### src/rtl/rr_arb_mux.sv
// rr_arb_mux: NR_CH-to-1 registered multiplexer with valid/ready handshake.
// A round-robin (or fixed-priority) arbiter picks the source channel and the
// winning payload is captured in a single-entry output slot.
module rr_arb_mux #(
  parameter int NR_CH      = 4,
  parameter int DATA_LEN   = 32,
  parameter int FIXED_PRIO = 0,
  localparam int CH_W      = $clog2(NR_CH)
) (
  input  logic                      clk,
  input  logic                      rst_n,
  input  logic [NR_CH-1:0]          in_valid,
  input  logic [NR_CH*DATA_LEN-1:0] in_data,
  output logic [NR_CH-1:0]          in_ready,
  output logic                      out_valid,
  output logic [DATA_LEN-1:0]       out_data,
  output logic [CH_W-1:0]           out_ch,
  input  logic                      out_ready
);

  // One extra bit so base + offset never overflows before the wrap.
  localparam int IW = CH_W + 1;

  logic [CH_W-1:0]  last_gnt;
  logic [CH_W-1:0]  search_base;
  logic [CH_W-1:0]  gnt_idx;
  logic             gnt_found;
  logic [NR_CH-1:0] grant;
  logic             load_en;

  // Slot may accept new data when empty or being drained this cycle.
  always_comb begin
    load_en = !out_valid || out_ready;
  end

  // Search begins just after the previous winner, or pinned before channel 0
  // in fixed-priority mode so channel 0 is examined first.
  always_comb begin
    search_base = (FIXED_PRIO != 0) ? CH_W'(NR_CH - 1) : last_gnt;
  end

  // Arbiter: first valid channel at offsets 1..NR_CH from the search base.
  always_comb begin
    logic [IW-1:0] idx;
    gnt_found = 1'b0;
    gnt_idx   = '0;
    grant     = '0;
    idx       = '0;
    for (int unsigned k = 1; k <= NR_CH; k++) begin
      idx = {1'b0, search_base} + IW'(k);
      if (idx >= IW'(NR_CH)) begin
        idx = idx - IW'(NR_CH);
      end
      if (!gnt_found && in_valid[idx[CH_W-1:0]]) begin
        gnt_found = 1'b1;
        gnt_idx   = idx[CH_W-1:0];
      end
    end
    if (gnt_found) begin
      grant[gnt_idx] = 1'b1;
    end
  end

  // Accept strobe: only the granted channel, only when the slot can load,
  // and never while reset is held.
  always_comb begin
    in_ready = (load_en && rst_n) ? grant : '0;
  end

  // Output slot and arbitration history.
  always_ff @(posedge clk or negedge rst_n) begin
    if (!rst_n) begin
      out_valid <= 1'b0;
      out_data  <= '0;
      out_ch    <= '0;
      last_gnt  <= CH_W'(NR_CH - 1);
    end else if (load_en) begin
      if (gnt_found) begin
        out_valid <= 1'b1;
        out_data  <= in_data[gnt_idx*DATA_LEN +: DATA_LEN];
        out_ch    <= gnt_idx;
        last_gnt  <= gnt_idx;
      end else begin
        out_valid <= 1'b0;
      end
    end
  end

endmodule

### config.mk
export PLATFORM = sky130hd
export DESIGN_NAME = rr_arb_mux
export DESIGN_NICKNAME = d
export VERILOG_FILES = /design/src/rtl/rr_arb_mux.sv
export SDC_FILE = /design/constraint.sdc
export NUM_CORES = 1
export LEC_CHECK = 0
export BUFFER_PORTS_ARGS = -buffer_cell sky130_fd_sc_hd__buf_2
export CORE_UTILIZATION = 45
export DETAILED_ROUTE_END_ITERATION = 6
export PLACE_DENSITY = 0.87
export SLEW_MARGIN = 20
export SYNTH_ARGS = -nofsm -noshare
export SYNTH_HDL_FRONTEND = slang
export SYNTH_SLANG_ARGS = --single-unit
### constraint.sdc
create_clock -name clk -period 5.3 [get_ports clk]
set_input_delay 1.06 -clock clk [delete_from_list [all_inputs] [get_ports clk]]
set_output_delay 1.06 -clock clk [all_outputs]
set_load 0.02 [all_outputs]
# After elaboration in Yosys (flattened, before gate mapping)

Cells that the tools add are included.

Flip-flop bits (word level): 37
Input bits: 135
Output and inout bits: 39
Word-level logic and storage cells: 59

Add/sub/neg operators: 8
Order comparisons: 10
Shift operators: 1
Mux-type cells: 25
Reductions and logical operators: 11

Operators by type and width:

| cell                                                               | number |
|---|---|
| indexed part select 128 x 8 -> 32 bit                              | 1 |
| 2-to-1 mux 2 bit                                                   | 8 |
| less-than comparator 2 x 3 -> 1 bit (second input constant)        | 5 |
| greater-or-equal comparator 3 bit (second input constant)          | 4 |
| 2-to-1 mux 1 bit                                                   | 10 |
| binary-select mux 1 bit (select 2 bit)                             | 4 |
| 2-to-1 mux 4 bit                                                   | 2 |
| subtractor 2 x 1 -> 2 bit (second input constant)                  | 4 |
| adder 2 x 2 -> 3 bit (second input constant)                       | 2 |
| logical AND 1 bit                                                  | 5 |
| logical NOT 1 bit                                                  | 4 |
| adder 2 x 1 -> 3 bit (second input constant)                       | 1 |
| adder 2 x 3 -> 3 bit (second input constant)                       | 1 |
| demux 1 bit (select 2 bit)                                         | 1 |
| greater-or-equal comparator 2 x 1 -> 1 bit (second input constant) | 1 |
| AND reduction 2 bit                                                | 1 |
| logical OR 1 bit                                                   | 1 |

# Logic depth before layout (Yosys ltp)

Word-level depth: 21
Depth in mapped cells: 7
Gate-level depth less buffers: 4

# Least setup slack after synthesis

OpenSTA, ideal clock, no wires.

Kind: input to output
Start: in in_valid[0]
End: out in_ready[3]
Data arrival time: 2229 ps
Data required time: 4240 ps
Path slack: 2011 ps
Stages on the path: 5
Buffers on the path: 2
Cell sequence: buf_2 nor2_1 a21boi_2 clkbuf_1 o2111a_1

Longest elaborated chain between the ends: 18
Elaborated cells on any way between the ends: 29
Classes of those cells: order compare (2); mux (20); reduce/logical (7)

RTL lines:

| item                                                                                                                           | line | text |
|---|---|---|
| start, declared                                                                                                                | 12   | `input logic [NR_CH-1:0] in_valid,` |
| binary-select mux 1 bit (select 2 bit)                                                                                         | 54   | `if (!gnt_found && in_valid[idx[CH_W-1:0]]) begin` |
| 2-to-1 mux 1 bit (not written as such)                                                                                         | 54   |  |
| 2-to-1 mux 1 bit                                                                                                               | 54   |  |
| logical NOT 1 bit                                                                                                              | 54   |  |
| logical AND 1 bit                                                                                                              | 54   |  |
| 2-to-1 mux 1 bit                                                                                                               | 54   |  |
| logical NOT 1 bit                                                                                                              | 54   |  |
| logical AND 1 bit                                                                                                              | 54   |  |
| [... 2 more ...]                                                                                                               | n/a  |  |
| logical AND 1 bit                                                                                                              | 54   |  |
| 2-to-1 mux 2 bit                                                                                                               | 54   |  |
| less-than comparator 2 x 3 -> 1 bit (not written as such) / greater-or-equal comparator 2 x 1 -> 1 bit (equally long branches) | 60   | `grant[gnt_idx] = 1'b1;` |
| logical AND 1 bit (not written as such)                                                                                        | 60   |  |
| 2-to-1 mux 1 bit (not written as such)                                                                                         | 60   |  |
| demux 1 bit (select 2 bit)                                                                                                     | 60   |  |
| 2-to-1 mux 4 bit *                                                                                                             | 59   | `if (gnt_found) begin` |
| 2-to-1 mux 4 bit *                                                                                                             | 67   | `in_ready = (load_en && rst_n) ? grant : '0;` |
| end, declared                                                                                                                  | 14   | `output logic [NR_CH-1:0] in_ready,` |

Every way passes the cells marked *; elsewhere a longest branch is shown, timed or not. The select of a mux whose other input is x is not followed.

# Worst setup path after layout

Start: in in_valid[3]
End: out in_ready[2]

The elaborated chain is that of the path after synthesis.

==> impl_metrics.csv <==
group,metric,value,unit
outcome,status,"completed",
cells_and_area,insertedDiodeCount,0,
die,ios,174,
pwr,peakVddDrop,0.163,mV
cells_and_area,multi_input_area,1300,sq um
cells_and_area,final_common_cell,"buf_2",
die,die_height,75.5,microns
setup_path,cp_max_fo,45,
grt,grt_first_pass_wirelength,11100,microns
timing,rsz0062_at_grt,"no",
yosys,synthMuxAreaShare,0.412,%
timing,hold_violations,0,
timing,final.setup.tns,0,ns
pwr,p_per_area,317,nW/um^2
cells_and_area,layout_common_cells,"buf_2, nor2_1, dfrtp_1",
cts,clkSlewWorstSetupHoldPaths,0.07,ns
routing,antenna_left,0,
grt,grt_pass1_vias,2350,
yosys,syn_area,2430,sq um
routing,wirelength,7770,microns
timing,hold-worst-slack,0.479,ns
worst_hold_path,hold_class,"reg -> reg",
setup_path,start_kind,"input port",
placement,dp_hpwl,5550,microns
cts,ctsHtreeMaxLevel,2,
cells_and_area,nNetsFinal,563,
yosys,yosys-top-cells-area,"dfrtp_1, a221oi_1, o211ai_1",
yosys,synth-edff-count,0,
setup_path,critical-path-max-stage-delay,0.62,ns
yosys,synth.top_cell.area_share,36.0,%
yosys,synth_xor_area_share,0,%
cts,postCtsSetupBuffers,0,
pwr,leakage,0.00154,uW
routing,avgRoutedWirePerCell,15.6,microns
run,maxCapViolCount,0,
cts,cts_tree,"yes",
yosys,synth-seq-cells,37,
cts,root_buffer,"clkbuf_8",
placement,io_buffers,173,
setup_path,cp_slowest_cell,"buf_2",
yosys,synth-async-reset-ratio,100,%
grt,track_usage,25.8,%
timing,min_period,3.90,ns
cts,cts.sinks,37,
cells_and_area,syn_to_final_growth,36.6,%
cts,cts_resized,0,
cts,clk_latency,0.28,ns
setup_path,r2r_start,"last_gnt[1]",
setup_path,crit_top_cell,"buf_2",
yosys,netlist_instances,274,
die,rows,26,
grt,grt_max_degree,46,
timing,max_freq,256,MHz
placement,gp_congestion,0.857,
routing,drc_errors,0,
yosys,avgSynthCellArea,8.87,sq um
routing,first_pass_iters,4,
cells_and_area,regArea,928,sq um
cells_and_area,fin_util,64.6,%
cells_and_area,drive_above_1_share,46.6,%
timing,fin_ws,1.40,ns
timing,setup_viol,0,
cts,clock_path_buffers,2,
routing,via_count,2865,
cts,cts-buffers-inserted,5,
routing,detail_route.iter0.violations,172,
die,core,5140,sq um
yosys,synth_compound_area_share,37.9,%
setup_path,crit_chain,"buf_2 > a21oi_1 > o221a_2 > and3_1 > buf_2",
setup_path,cp.required,4.24,ns
timing,slew_headroom,41.5,%
die,dieArea,5700,sq um
yosys,synth.distinct_cells,38,
worst_hold_path,hold_start,"out_ch[1]",
setup_path,arrival,2.84,ns
setup_path,timing_worst_setup_path_type,"in -> out",
grt,overflow,0,
cells_and_area,nFillCells,461,
placement,place_ws,1.45,ns
yosys,synth_top_family_by_area,"compound AO/OA/AOI/OAI gates",
yosys,synth_fa_ha_area_share,0,%
cts,cts.hold.buffers_added,0,
setup_path,cp-end-kind,"output port",
timing,slew_violations,0,
die,start_util,47.3,%
yosys,yosys_warnings,0,
timing,fin_skew,0.00414,ns
timing,tightest_slew,0.877,ns
yosys,synthSimpleGateAreaFrac,14.9,%
die,die_w,75.5,microns
grt,antenna_found_initial,0,
yosys,synth_ff_type,"dfrtp_1",
yosys,yosysSeqAreaShare,38.2,%
setup_path,critPathLaunch,"in_valid[3]",
yosys,yosysTopAreaCell,"dfrtp_1",
routing,routed_via_density,5.74,
yosys,synth_nets,409,
timing,period_share,73.6,%
==> per-stage QoR <==
step,power (uW),instances,area [sq um]
after global routing,1110,499,3320
after global placement,853,490,3230
after detailed placement,865,490,3230
after CTS,1050,498,3310
after floorplan,707,274,2430
final,1050,499,3320
==> state kept, by name (all words and copies together), names as in the netlist <==
name,flops
out_data,32
last_gnt,2
out_ch,2
out_valid,1
==> cell families after synthesis <==
kind of cell / after synthesis
flip-flops: 37
buffers and inverters: 34
AND/OR/NAND/NOR: 86
AO/OA/AOI/OAI: 116
multiplexers: 1
==> final timing paths <==
| check | endpoint | slack (ns) | depth (start not counted) |
|---|---|---|---|
| worst max-delay path | in_ready[2] | 1.40 | 5 |
| worst max register to register | out_data[2] | 3.28 | 4 |
| worst min-delay path | out_ch[1] | 0.48 | 1 |
| max in group asynchronous | out_data[10] | 3.86 | 1 |
| min in group asynchronous | out_data[28] | 0.89 | 1 |
| worst min register to register | out_ch[1] | 0.48 | 1 |
==> cells in the mapped netlist, types with 2 or more instances <==
| master | number |
|---|---|
| buf_2 | 10 |
| nor2_1 | 37 |
| and3_1 | 3 |
| o21ba_2 | 2 |
| o211ai_1 | 32 |
| a221oi_2 | 3 |
| nand2_1 | 33 |
| a21oi_1 | 5 |
| buf_6 | 7 |
| dfstp_2 | 2 |
| nand2b_1 | 6 |
| a221oi_1 | 29 |
| a21o_1 | 2 |
| buf_4 | 4 |
| inv_1 | 2 |
| a31oi_1 | 32 |
| clkbuf_1 | 10 |
| dfrtp_1 | 35 |
==> layer usage <==
metal	vias to the layer above	wire [microns]	track usage, %
met2	160	3810	44.5
li1	1367	-	-
met3	10	592	3.84
met1	1328	3230	33.5
met5	-	0	0
met4	0	136	8.02
==> critical path, delay by kind of cell <==
kind	cells	cell delay (ns)
AO/OA/AOI/OAI	2	0.69
buffers and inverters	2	0.77
AND/OR/NAND/NOR	1	0.29
==> final cells by class <==
class,instances,share of cell area (%)
clock buffer,6,2.18
sequential,37,27.9
clock inverter,2,0.301
inverter,2,0.226
tap,70,2.64
multi-input combinational,203,39.2
timing repair buffer,179,27.5
==> report_power, final <==
part	internal (uW)	switching, uW	leakage, uW	total (uW)
Combinational	177	290	0.00108	467
Clock	91.2	99.4	0.0000450	191
Sequential	351	42.8	0.000416	394
Note: power is estimated with default switching activity, not from simulation.
